File: config.mk
export PLATFORM = sky130hd
export DESIGN_NAME = dec_scan_seq_flat
export DESIGN_NICKNAME = d
export VERILOG_FILES = /design/src/rtl/dec_scan_seq_if.sv /design/src/rtl/dec_scan_seq.sv /design/src/flat_wrapper.sv
export SDC_FILE = /design/constraint.sdc
export NUM_CORES = 1
export LEC_CHECK = 0
export BUFFER_PORTS_ARGS = -buffer_cell sky130_fd_sc_hd__buf_4
export CORE_MARGIN = 2
export CORE_UTILIZATION = 45
export CTS_CLUSTER_SIZE = 28
export DETAILED_ROUTE_END_ITERATION = 10
export PLACE_DENSITY_LB_ADDON = 0.1
export SLEW_MARGIN = 15
export SYNTH_ARGS = -nofsm -noshare
export SYNTH_HDL_FRONTEND = slang
export SYNTH_SLANG_ARGS = --single-unit
File: constraint.sdc
create_clock -name clk -period 2.57 [get_ports clk]
set_clock_uncertainty 0.2 [all_clocks]
set_input_delay 0.3855 -clock clk [delete_from_list [all_inputs] [get_ports clk]]
set_output_delay 0.3855 -clock clk [all_outputs]
set_load 0.1 [all_outputs]
File: src/rtl/dec_scan_seq_if.sv
// rtl/dec_scan_seq_if.sv - select-stream bundle between scan sequencer and decoder side
interface dec_scan_seq_if;
    logic       run;
    logic [2:0] last_idx;
    logic [2:0] in;
    logic       en;
    logic       frame_done;
    logic       busy;

    // master = sequencer producing the select stream
    modport master (
        input  run,
        input  last_idx,
        output in,
        output en,
        output frame_done,
        output busy
    );

    modport slave (
        output run,
        output last_idx,
        input  in,
        input  en,
        input  frame_done,
        input  busy
    );
endinterface

File: src/rtl/dec_scan_seq.sv
// rtl/dec_scan_seq.sv - cyclic {en, in} scan sequencer for a 3-to-8 decoder
module dec_scan_seq #(
    parameter int DWELL = 4,
    parameter int BLANK = 2
) (
    input  logic          clk,
    input  logic          rst,
    dec_scan_seq_if.master bus
);
    localparam int MAXV = (DWELL > BLANK) ? ((DWELL > 2) ? DWELL : 2)
                                          : ((BLANK > 2) ? BLANK : 2);
    localparam int CW = $clog2(MAXV);
    localparam logic [CW-1:0] DWELL_LAST = CW'(DWELL - 1);
    localparam logic [CW-1:0] BLANK_LAST = CW'(BLANK - 1);

    typedef enum logic [1:0] {
        S_IDLE   = 2'd0,
        S_ACTIVE = 2'd1,
        S_BLANK  = 2'd2
    } state_t;

    state_t        state_q, state_d;
    logic [CW-1:0] cnt_q, cnt_d;
    logic [2:0]    in_q, in_d;
    logic          en_q, en_d;
    logic          fd_q, fd_d;

    logic          wrap;
    logic [2:0]    adv_in;

    // last_idx is only consulted here, so changes take effect at the next advance;
    // >= also catches a limit lowered below the current index
    assign wrap   = (in_q >= bus.last_idx);
    assign adv_in = wrap ? 3'd0 : in_q + 3'd1;

    always_ff @(posedge clk) begin
        if (rst) begin
            state_q <= S_IDLE;
            cnt_q   <= '0;
            in_q    <= 3'd0;
            en_q    <= 1'b0;
            fd_q    <= 1'b0;
        end else begin
            state_q <= state_d;
            cnt_q   <= cnt_d;
            in_q    <= in_d;
            en_q    <= en_d;
            fd_q    <= fd_d;
        end
    end

    always_comb begin
        state_d = state_q;
        cnt_d   = cnt_q;
        in_d    = in_q;
        en_d    = en_q;
        fd_d    = 1'b0;

        case (state_q)
            S_IDLE: begin
                cnt_d = '0;
                in_d  = 3'd0;
                en_d  = 1'b0;
                if (bus.run) begin
                    state_d = S_ACTIVE;
                    en_d    = 1'b1;
                end
            end

            S_ACTIVE: begin
                if (!bus.run) begin
                    state_d = S_IDLE;
                    cnt_d   = '0;
                    in_d    = 3'd0;
                    en_d    = 1'b0;
                end else if (cnt_q == DWELL_LAST) begin
                    cnt_d = '0;
                    if (BLANK > 0) begin
                        state_d = S_BLANK;
                        en_d    = 1'b0;
                    end else begin
                        // gapless mode: index steps while en stays high
                        in_d = adv_in;
                        fd_d = wrap;
                    end
                end else begin
                    cnt_d = cnt_q + 1'b1;
                end
            end

            S_BLANK: begin
                if (!bus.run) begin
                    state_d = S_IDLE;
                    cnt_d   = '0;
                    in_d    = 3'd0;
                    en_d    = 1'b0;
                end else if (cnt_q == BLANK_LAST) begin
                    state_d = S_ACTIVE;
                    cnt_d   = '0;
                    in_d    = adv_in;
                    en_d    = 1'b1;
                    fd_d    = wrap;
                end else begin
                    cnt_d = cnt_q + 1'b1;
                end
            end

            default: begin
                state_d = S_IDLE;
                cnt_d   = '0;
                in_d    = 3'd0;
                en_d    = 1'b0;
            end
        endcase
    end

    assign bus.in         = in_q;
    assign bus.en         = en_q;
    assign bus.frame_done = fd_q;
    assign bus.busy       = (state_q != S_IDLE);
endmodule

File: src/flat_wrapper.sv
// flat-port wrapper written by rule: the top's interface ports become plain ports
module dec_scan_seq_flat 
#(
    parameter int DWELL = 4,
    parameter int BLANK = 2
)
  (clk, rst, bus_run, bus_last_idx, bus_in, bus_en, bus_frame_done, bus_busy);
  dec_scan_seq_if bus_i ();
  input  logic clk;
  input  logic rst;
  input wire logic [$bits(bus_i.run)-1:0] bus_run;
  input wire logic [$bits(bus_i.last_idx)-1:0] bus_last_idx;
  output wire logic [$bits(bus_i.in)-1:0] bus_in;
  output wire logic [$bits(bus_i.en)-1:0] bus_en;
  output wire logic [$bits(bus_i.frame_done)-1:0] bus_frame_done;
  output wire logic [$bits(bus_i.busy)-1:0] bus_busy;
  assign bus_i.run = bus_run;
  assign bus_i.last_idx = bus_last_idx;
  assign bus_in = bus_i.in;
  assign bus_en = bus_i.en;
  assign bus_frame_done = bus_i.frame_done;
  assign bus_busy = bus_i.busy;
  dec_scan_seq #(.DWELL(DWELL), .BLANK(BLANK)) u_core (.clk(clk), .rst(rst), .bus(bus_i));
endmodule
==> run summary <==
Status: finished clean
Multi-input logic area: 367 um2
Setup Buffers After CTS: 0
Global-route usage over all layers: 18.0%
Setup TNS: 0 ns
Clock root cell: clkbuf_4
FF-to-FF setup slack: 0.73 ns
CTS tree: yes
Least-Margin Pin Slew: 0.346 ns
Most frequent CP cell: inv_1
Clock transition at path regs: 0.06 ns
DR WL/cell: 11.6 um
Max_cap viols: 0
Post-CTS Hold Fix Bufs: 0
Mux contribution to synthesized area: 0%
Clk Latency, worst-skew pair: 0.26 ns
Via density: 5.29
Worst path bufs/invs: 3
Synth Area in Adders: 23.6%
Largest net degree at the start of global routing: 9
Min Tclk post-route: 1.93 ns
Compound-Gate Fraction of Synth Area: 17.1%
Total Routed Length: 1120 um
PortBufs: 11
Final setup margin: 0.635 ns
Drt first pass iters: 4
Slew Viols, Final: 0
Worst EP arrival: 1.35 ns
# setup viols final: 0
Worst Setup Slack post-DPL: 0.612 ns
Power density over the cells: 510 mW/mm2
WS Path Type: flop to output port
GP Congestion: 0.683
Post-DRT Antenna Nets: 0
Cell variety after synth: 24
Sequential area share after synthesis: 30.8%
Critical Path Source Type: flop
Most frequent cells in the layout: 11 x ha_1, 11 x buf_4, 9 x inv_1, 9 x dfxtp_1, 8 x nand2_1
Worst slew margin: 76.9%
DRC: 0
Vias in the first global route: 479
Row cnt: 12
First-pass GRT wire length: 1850 um
# IOs: 12
Fmax: 0.517 GHz
Antenna violations before repair: 0
Core box area: 0.00116 mm2
Area Growth Syn to Fin: 21.6%
Filler cells: 102
Share of post-route cells with drive strength above 1: 20.5%
CP Data Required Time: 1.98 ns
Mapped Cells: 68
ANT cells: 0
Critical-path cell list: inv_1, ha_1, inv_1, buf_4
Crit path max-delay family: buffers and inverters
Synth Area in Simple Gates: 22.1%
Largest family of logic cells by synthesized area: adder cells
Cts repair resizes: 0
Yosys warnings: 0
CP Capture Type: output port
RSZ-0062 raised after global routing: no
DRT iter0 DRCs: 3
Largest stage delay, worst path: 0.42 ns
Worst vdd ir: 0.000402 V
Hpwl dp: 888 um
Htree depth: 1
Final Power: 0.362 mW
DIE AREA: 0.00160 mm2
Final nets: 101
CP max-delay cell: dfxtp_1
Clk sinks: 9
Mapped Area: 584 um2
Total CTS buffers: 3
Width of the die: 40.0 um
Vias after detailed routing: 513
Xor-xnor portion of the synthesized cell area: 0%
Sequential Area: 180 um2
Initial cell density of the core: 50.5%
Period utilization: 75.3%
Leak: 0.337 nW
Critical Path Fanout Max: 5
Synthesized net count: 85
Register bit count reported by yosys: 9
Worst Hold Class: input port to flop
Syn Area/Cell: 8.59 um2
Total gr overflow: 0
Die H: 40.0 um
Final Hold Viols: 0
Clock Path Buffers: 2
synth_stat cells, drive strengths merged:
cell	instances	area share, %
nand2b	3	4.5
o211a	1	1.7
ha	11	24
nand3	3	2.6
o21a	1	1.3
nand3b	1	1.3
a311oi	1	2.6
o2111ai	1	1.5
a21o	1	1.3
nand2	8	5.1
inv	10	6.4
nor2	3	1.9
nor2b	2	2.1
a21oi	4	3.4
a31oi	3	3.2
nand4	1	1.1
nand4b	1	1.5
and2	1	1.1
dfxtp	9	31
a22oi	1	1.3
nor3	1	0.86
o21ai	1	0.86
logic make-up after synthesis:
family | Yosys count
and+or+nand+nor | 24
buffers and inverters | 10
AOI/OAI and AO/OA | 14
DFF | 9
adders and majority gates | 11
layout make-up:
cell class | count | area share [%]
Clock buffer | 4 | 3.70
Timing Repair Buffer | 11 | 11.6
Tap cell | 14 | 2.46
Sequential cell | 9 | 25.4
Multi-Input combinational cell | 49 | 51.6
Inverter | 10 | 5.28
routing by layer:
layer	vias to the layer above	global-route usage (%)	wire length [um]
met5	-	0	0
met4	0	7.76	7
met3	2	10.0	68
met2	10	28.6	490
met1	236	19.5	555
li1	265	-	-
path summary, 6_finish.rpt:
check	from	endpoint	depth (start not counted)
worst min register to register	u_core.bus.in[0]$_SDFFE_PP0P_	u_core.bus.in[0]$_SDFFE_PP0P_	2
worst max-delay path	u_core.state_q[0]$_SDFFE_PP0P_	bus_busy	4
worst max register to register	u_core.bus.in[0]$_SDFFE_PP0P_	u_core.bus.in[2]$_SDFFE_PP0P_	6
worst min-delay path	rst	u_core.bus.in[2]$_SDFFE_PP0P_	2
worst reg2reg max path: stages (launching register included):
cell and delay, ns:
dfxtp_1 0.37, inv_1 0.08, ha_1 0.30, nand2b_4 0.15, a311oi_2 0.38, nand4b_1 0.14, a31oi_1 0.16
state kept, by name, indices dropped and copies added, names as in the netlist:
signal and count:
u_core.bus.frame_done 1, u_core.state_q 2, u_core.bus.en 1, u_core.cnt_q 2
u_core.bus.in 3
stage by stage:
stage,util [%],hold slack (ns),instances,area (um2)
after floorplan,-,0.255,68,584
after global placement,59.2,0.281,93,684
after detailed placement,59.2,0.285,93,684
after CTS,61.5,0.124,97,711
after global routing,61.5,0.131,97,711
final,61.5,0.132,97,711
report_power, final:
group | internal, mW | switching [mW] | total [mW] | leakage, nW
Combinational | 0.0328 | 0.0720 | 0.105 | 0.249
Sequential | 0.145 | 0.00596 | 0.151 | 0.0730
Clock | 0.0596 | 0.0467 | 0.106 | 0.0150
Total | 0.238 | 0.125 | 0.362 | 0.337
(Power assumes the default switching activity.)
